$ cat config.mk
export PLATFORM = sky130hd
export DESIGN_NAME = rx_controller
export DESIGN_NICKNAME = d
export VERILOG_FILES = /design/src/rtl/uart_pkg.sv /design/src/rtl/rx_fifo.sv /design/src/rtl/rx_controller.sv
export SDC_FILE = /design/constraint.sdc
export NUM_CORES = 1
export LEC_CHECK = 0
export BUFFER_PORTS_ARGS = -buffer_cell sky130_fd_sc_hd__buf_2
export CAP_MARGIN = 10
export CORE_MARGIN = 3
export CORE_UTILIZATION = 40
export CTS_CLUSTER_SIZE = 12
export DETAILED_ROUTE_END_ITERATION = 8
export HOLD_SLACK_MARGIN = 0.05
export SYNTH_ARGS = -nofsm -noshare
export SYNTH_HDL_FRONTEND = slang
export SYNTH_SLANG_ARGS = --single-unit
$ cat constraint.sdc
create_clock -name clk_i -period 4.9 [get_ports clk_i]
set_input_delay 0.245 -clock clk_i [delete_from_list [all_inputs] [get_ports clk_i]]
set_output_delay 0.245 -clock clk_i [all_outputs]
set_load 0.1 [all_outputs]
$ cat src/rtl/uart_pkg.sv
// Shared UART receive types: parity encoding, frame width, RX FIFO entry layout
// and the frame decoder used by the receive controller.
package uart_pkg;

  localparam int FRAME_W = 11;

  // Code 2'b11 is unnamed; it decodes as odd because only bit 1 selects the sense.
  typedef enum logic [1:0] {
    PARITY_NONE = 2'b00,
    PARITY_EVEN = 2'b01,
    PARITY_ODD  = 2'b10
  } parity_e;

  typedef struct packed {
    logic       fe;
    logic       pe;
    logic [7:0] data;
  } rx_entry_t;

  function automatic rx_entry_t decode_frame(
    input logic [FRAME_W-1:0] pkt,
    input logic               ds,
    input logic [1:0]         par,
    input logic               two_stop
  );
    rx_entry_t  e;
    logic [3:0] par_idx;
    logic [3:0] stop_idx;
    logic       par_en;
    e.data   = ds ? pkt[7:0] : {1'b0, pkt[6:0]};
    par_idx  = ds ? 4'd8 : 4'd7;
    par_en   = (par != PARITY_NONE);
    e.pe     = par_en & ((^e.data ^ pkt[par_idx]) != par[1]);
    stop_idx = par_idx + {3'b000, par_en};
    e.fe     = ~pkt[stop_idx] | (two_stop & ~pkt[stop_idx + 4'd1]);
    return e;
  endfunction

endpackage

$ cat src/rtl/rx_fifo.sv
// Generic first-word-fall-through synchronous FIFO with occupancy output.
// Head data reads as zero while the FIFO is empty.
module rx_fifo #(
  parameter int DEPTH = 4,
  parameter int WIDTH = 10
) (
  input  logic                   clk_i,
  input  logic                   rst_i,
  input  logic                   push_i,
  input  logic                   pop_i,
  input  logic [WIDTH-1:0]       wdata_i,
  output logic [WIDTH-1:0]       rdata_o,
  output logic [$clog2(DEPTH):0] count_o,
  output logic                   empty_o,
  output logic                   full_o
);

  localparam int AW = $clog2(DEPTH);

  logic [WIDTH-1:0] mem [DEPTH];
  logic [AW-1:0]    wr_ptr_reg;
  logic [AW-1:0]    rd_ptr_reg;
  logic [AW:0]      count_reg;
  logic [AW:0]      count_next;
  logic             do_push;
  logic             do_pop;

  assign empty_o = (count_reg == '0);
  assign full_o  = (count_reg == (AW+1)'(DEPTH));
  assign count_o = count_reg;
  assign rdata_o = empty_o ? '0 : mem[rd_ptr_reg];

  // A pop on a full FIFO frees the slot the same-cycle push lands in.
  assign do_pop  = pop_i & ~empty_o;
  assign do_push = push_i & (~full_o | do_pop);

  always_comb begin
    count_next = count_reg;
    case ({do_push, do_pop})
      2'b10:   count_next = count_reg + 1'b1;
      2'b01:   count_next = count_reg - 1'b1;
      default: count_next = count_reg;
    endcase
  end

  always_ff @(posedge clk_i) begin
    if (do_push) mem[wr_ptr_reg] <= wdata_i;
  end

  always_ff @(posedge clk_i or posedge rst_i) begin
    if (rst_i) begin
      wr_ptr_reg <= '0;
      rd_ptr_reg <= '0;
      count_reg  <= '0;
    end else begin
      if (do_push) wr_ptr_reg <= wr_ptr_reg + 1'b1;
      if (do_pop)  rd_ptr_reg <= rd_ptr_reg + 1'b1;
      count_reg <= count_next;
    end
  end

endmodule

$ cat src/rtl/rx_controller.sv
// UART receive controller: registered frame decode, FIFO push/pop gating and
// sticky overrun tracking between the RX frontend and the register file.
module rx_controller
  import uart_pkg::*;
#(
  parameter int FIFO_DEPTH = 4
) (
  input  logic                        clk_i,
  input  logic                        rst_i,
  input  logic                        cr_ds_i,
  input  logic [1:0]                  cr_p_i,
  input  logic                        cr_s_i,
  input  logic [FRAME_W-1:0]          packet_i,
  input  logic                        packet_valid_i,
  input  logic                        rx_read_i,
  input  logic                        ovr_clear_i,
  output logic [7:0]                  rx_data_o,
  output logic                        rx_pe_o,
  output logic                        rx_fe_o,
  output logic                        rx_ready_o,
  output logic                        rx_full_o,
  output logic                        rx_ovr_o,
  output logic [$clog2(FIFO_DEPTH):0] rx_count_o
);

  rx_entry_t dec_entry_reg;
  logic      dec_valid_reg;
  logic      ovr_reg;
  logic      ovr_next;
  logic      fifo_push;
  logic      fifo_drop;
  logic      fifo_empty;
  logic      fifo_full;
  logic [$bits(rx_entry_t)-1:0] fifo_rdata;
  rx_entry_t head;

  // Config is sampled only on the strobe, so later cr_* changes never touch buffered frames.
  always_ff @(posedge clk_i or posedge rst_i) begin
    if (rst_i) begin
      dec_valid_reg <= 1'b0;
      dec_entry_reg <= '0;
    end else begin
      dec_valid_reg <= packet_valid_i;
      if (packet_valid_i)
        dec_entry_reg <= decode_frame(packet_i, cr_ds_i, cr_p_i, cr_s_i);
    end
  end

  assign fifo_push = dec_valid_reg & (~fifo_full | rx_read_i);
  assign fifo_drop = dec_valid_reg & fifo_full & ~rx_read_i;

  always_comb begin
    ovr_next = ovr_reg;
    if (fifo_drop)        ovr_next = 1'b1;
    else if (ovr_clear_i) ovr_next = 1'b0;
  end

  always_ff @(posedge clk_i or posedge rst_i) begin
    if (rst_i) ovr_reg <= 1'b0;
    else       ovr_reg <= ovr_next;
  end

  rx_fifo #(
    .DEPTH (FIFO_DEPTH),
    .WIDTH ($bits(rx_entry_t))
  ) u_rx_fifo (
    .clk_i   (clk_i),
    .rst_i   (rst_i),
    .push_i  (fifo_push),
    .pop_i   (rx_read_i),
    .wdata_i (dec_entry_reg),
    .rdata_o (fifo_rdata),
    .count_o (rx_count_o),
    .empty_o (fifo_empty),
    .full_o  (fifo_full)
  );

  assign head       = fifo_rdata;
  assign rx_data_o  = head.data;
  assign rx_pe_o    = head.pe;
  assign rx_fe_o    = head.fe;
  assign rx_ready_o = ~fifo_empty;
  assign rx_full_o  = fifo_full;
  assign rx_ovr_o   = ovr_reg;

endmodule

==> impl_results.html <==
<table>
<tr><th>Metric</th><th>Value</th></tr>
<tr><th colspan="2">Synthesis</th></tr>
<tr><td>Cells after synthesis</td><td>160</td></tr>
<tr><td>Cell taking the most area after synthesis</td><td>sky130_fd_sc_hd__edfxtp_1</td></tr>
<tr><td>Sequential fraction of the synthesis area</td><td>63.9%</td></tr>
<tr><td>Area share of the largest cell type after synthesis</td><td>45.8%</td></tr>
<tr><td>Net Count, Synth</td><td>189</td></tr>
<tr><td>Synthesized area</td><td>2620 um2</td></tr>
<tr><td>Top cells by area, synth</td><td>sky130_fd_sc_hd__edfxtp_1, sky130_fd_sc_hd__dfrtp_1, sky130_fd_sc_hd__mux4_2</td></tr>
<tr><td>Top flip-flop cell by instance count after synthesis</td><td>sky130_fd_sc_hd__edfxtp_1</td></tr>
<tr><td>Distinct cell type count after synthesis</td><td>30</td></tr>
<tr><td>Synthesized area per cell</td><td>16.4 um2</td></tr>
<tr><td>Fraction of registers with async set or reset after synthesis</td><td>32.2%</td></tr>
<tr><td>Synthesis Warnings</td><td>0</td></tr>
<tr><td>Seq cells post-synth</td><td>59</td></tr>
<tr><td>Number of flops mapped to enable cells by yosys</td><td>40</td></tr>
<tr><th colspan="2">Timing</th></tr>
<tr><td>Minimum clock period after layout</td><td>2410 ps</td></tr>
<tr><td>Setup repair after global routing missed its margin</td><td>false</td></tr>
<tr><td>Max Freq</td><td>0.414 GHz</td></tr>
<tr><td>Final setup fails</td><td>0</td></tr>
<tr><td>Number of pins exceeding their max-slew limit in the final report</td><td>0</td></tr>
<tr><td>Transition time at the pin with the least slew margin</td><td>782 ps</td></tr>
<tr><td>Headroom to the max-slew limit</td><td>47.8%</td></tr>
<tr><td>Setup clock skew after layout</td><td>5.08 ps</td></tr>
<tr><td>Ratio of final minimum period to clock period</td><td>49.3%</td></tr>
<tr><td>Total negative slack</td><td>0 ps</td></tr>
<tr><td>Final number of hold-violating endpoints</td><td>0</td></tr>
<tr><th colspan="2">Place</th></tr>
<tr><td>Detail Placement HPWL</td><td>3.17 mm</td></tr>
<tr><td>Total of buffers placed on input and output ports</td><td>35</td></tr>
<tr><td>Placer congestion estimate</td><td>0.711</td></tr>
<tr><th colspan="2">Job</th></tr>
<tr><td>Max-capacitance violation count</td><td>0</td></tr>
<tr><th colspan="2">Finish</th></tr>
<tr><td>Area added between synthesis and finish</td><td>15.1%</td></tr>
<tr><td>Number of flip-flops in the largest register</td><td>40</td></tr>
<tr><td>Commonest non-fill, non-tap cell in the layout</td><td>sky130_fd_sc_hd__edfxtp_1</td></tr>
<tr><td># fillers</td><td>532</td></tr>
<tr><td>Top library cells by usage in the layout, fill and taps aside</td><td>sky130_fd_sc_hd__edfxtp_1, sky130_fd_sc_hd__buf_2, sky130_fd_sc_hd__dfrtp_1, sky130_fd_sc_hd__and2_1, sky130_fd_sc_hd__inv_1</td></tr>
<tr><td>Number of antenna cells inserted</td><td>0</td></tr>
<tr><td>Share of layout cells above drive strength 1</td><td>30.9%</td></tr>
<tr><td>Final net count</td><td>231</td></tr>
<tr><th colspan="2">Global route</th></tr>
<tr><td>Number of antenna violations at the first check in global routing</td><td>0</td></tr>
<tr><td>Remaining global-route overflow</td><td>0</td></tr>
<tr><td>First-pass GRT wire length</td><td>7.40 mm</td></tr>
<tr><td>Via count of the first global-routing pass</td><td>1499</td></tr>
<tr><td>Largest net degree at the start of global routing</td><td>20</td></tr>
<tr><td>All-layer global routing usage</td><td>13.8%</td></tr>
<tr><th colspan="2">Die</th></tr>
<tr><td>Top-Level Pins</td><td>36</td></tr>
<tr><td>Core area</td><td>6130 um2</td></tr>
<tr><td>Height of the die</td><td>87.0 um</td></tr>
<tr><td>Full die area</td><td>7570 um2</td></tr>
<tr><td>Starting density of the core</td><td>42.8%</td></tr>
<tr><td>Number of placement rows</td><td>28</td></tr>
<tr><td>Die W</td><td>87.0 um</td></tr>
<tr><th colspan="2">Outcome</th></tr>
<tr><td>Result of the run</td><td>completed</td></tr>
<tr><th colspan="2">Critical path</th></tr>
<tr><td>Setup crit start kind</td><td>flop</td></tr>
<tr><td>Arrival time of the worst setup path</td><td>2170 ps</td></tr>
<tr><td>Number of cell instances on the worst register-to-register path</td><td>6</td></tr>
<tr><td>Cell breakdown of the critical path</td><td>mux4_1, and2_1, buf_2</td></tr>
<tr><td>Beginning of the worst register-to-register path</td><td>u_rx_fifo.count_o[0]</td></tr>
<tr><td>Critical setup path kind</td><td>flop to primary output</td></tr>
<tr><td>Worst stage delay on the critical path</td><td>770 ps</td></tr>
<tr><td>Data required time at the worst endpoint</td><td>4660 ps</td></tr>
<tr><td>Worst setup path startpoint</td><td>u_rx_fifo.rd_ptr_reg[0]</td></tr>
<tr><td>Element type at the critical path end</td><td>primary output</td></tr>
<tr><td>Maximum fanout count along the critical path</td><td>12</td></tr>
<tr><td>Reg-to-reg endpoint</td><td>u_rx_fifo.count_o[1]</td></tr>
<tr><td>Library cell contributing the largest single delay on the critical path</td><td>sky130_fd_sc_hd__dfrtp_1</td></tr>
<tr><td>FF-to-FF setup slack</td><td>2690 ps</td></tr>
<tr><th colspan="2">Drt</th></tr>
<tr><td>Wire length reported by the detailed router</td><td>4.52 mm</td></tr>
<tr><td>Violation count after the first detailed-routing iteration</td><td>85</td></tr>
<tr><td>Residual DRC count</td><td>0</td></tr>
<tr><td>Routed vias/inst</td><td>4.93</td></tr>
<tr><td>Antenna-violating nets left</td><td>0</td></tr>
<tr><td>Total via count in the routed design</td><td>1391</td></tr>
<tr><td>Routed len/inst</td><td>16.0 um</td></tr>
<tr><td>Router iterations before antenna repair</td><td>4</td></tr>
<tr><th colspan="2">Clock tree</th></tr>
<tr><td>Clk slew on worst S/H paths</td><td>60 ps</td></tr>
<tr><td>Buffers from clock root to sink, at most</td><td>2</td></tr>
<tr><td>Count of buffers added by post-CTS timing repair for setup</td><td>0</td></tr>
<tr><td>Inserted Clock Buffers</td><td>9</td></tr>
<tr><td>CTS tree</td><td>done</td></tr>
<tr><td>Buffer type at the clock tree root</td><td>sky130_fd_sc_hd__clkbuf_8</td></tr>
<tr><td>Clock H-tree levels</td><td>3</td></tr>
<tr><td>CTS sink count</td><td>59</td></tr>
<tr><td>Hold_buf cts</td><td>0</td></tr>
<tr><td>Insertion delay of the later-clocked pin in the worst-skew pair</td><td>330 ps</td></tr>
<tr><td>Post_cts resized</td><td>0</td></tr>
<tr><th colspan="2">Worst hold path</th></tr>
<tr><td>Kind of path behind the tightest hold check</td><td>input pin to asynchronous set/reset pin</td></tr>
</table>
[logic make-up (layout without fill, tap and decap cells)]
family                     Yosys count  in the layout  share of synthesized area (%)
xor gates and xnor gates            14             14                           5.20
adders and majority gates            9              9                           4.58
DFF                                 59             59                           63.9
muxes                               23             23                           14.4
and+or+nand+nor                     31             31                           7.06
AOI/OAI and AO/OA                    8              8                           2.19
buffers and inverters               16             63                           2.67
[cells in the mapped netlist, types with 2 or more instances]
cell type and count:
sky130_fd_sc_hd__edfxtp_1 40, sky130_fd_sc_hd__dfrtp_1 19, sky130_fd_sc_hd__and2_1 15, sky130_fd_sc_hd__inv_1 12
sky130_fd_sc_hd__mux2_2 9, sky130_fd_sc_hd__xnor2_1 9, sky130_fd_sc_hd__ha_1 8, sky130_fd_sc_hd__mux4_2 7
sky130_fd_sc_hd__nand2_1 6, sky130_fd_sc_hd__mux2i_1 4, sky130_fd_sc_hd__xor2_1 4, sky130_fd_sc_hd__mux4_1 3
sky130_fd_sc_hd__nor2_1 3, sky130_fd_sc_hd__o21ai_0 3, sky130_fd_sc_hd__buf_2 2, sky130_fd_sc_hd__nor2b_1 2
[cell type report]
class	count	area, um2	share of cell area [%]
clock buffers	11	131	4.35
clock inverters	5	20.0	0.663
inverters	12	45.0	1.49
multi-input cells	85	877	29.1
flip-flops and latches	59	1680	55.5
well taps	75	93.8	3.11
repair buffers	35	175	5.80
[per-stage QoR]
step                      setup slack, ps  hold WS [ps]  area, um2  std cells  utilization [%]
after detailed placement             2670           438       2870        266             46.8
after global placement               2760           406       2870        266             46.8
after global routing                 2300           111       3020        282             49.2
after CTS                            2420          71.5       3020        282             49.2
after floorplan                      1110           196       2620        160                -
final                                2490          52.3       3020        282             49.2
[routing by layer]
metal / part of all wire (%) / up-vias / global-route usage [%]
li1: - / 664 / -
met1: 46 / 687 / 17.4
met2: 48 / 33 / 20.6
met3: 4.8 / 7 / 5.77
met4: 1.8 / 0 / 6.37
met5: 0 / - / 0
[how the worst max path moves through the flow]
stage,cells past startpoint,end,slack [ps]
after global routing,3,rx_data_o[4],2300
after global placement,8,u_rx_fifo.count_o[2],2760
after floorplan,10,u_rx_fifo.count_o[2],1110
after CTS,3,rx_data_o[6],2420
after detailed placement,6,u_rx_fifo.count_o[1],2670
final,3,rx_data_o[6],2490
[critical path, delay by kind of cell (launching register included)]
family,cells,cell delay [ps]
buffers and inverters,1,280
flip-flops,1,770
multiplexers,1,620
AND/OR/NAND/NOR,1,160
Power is not shown: default switching activity piles up to over one toggle a cycle in this logic, so the estimate is an artifact.
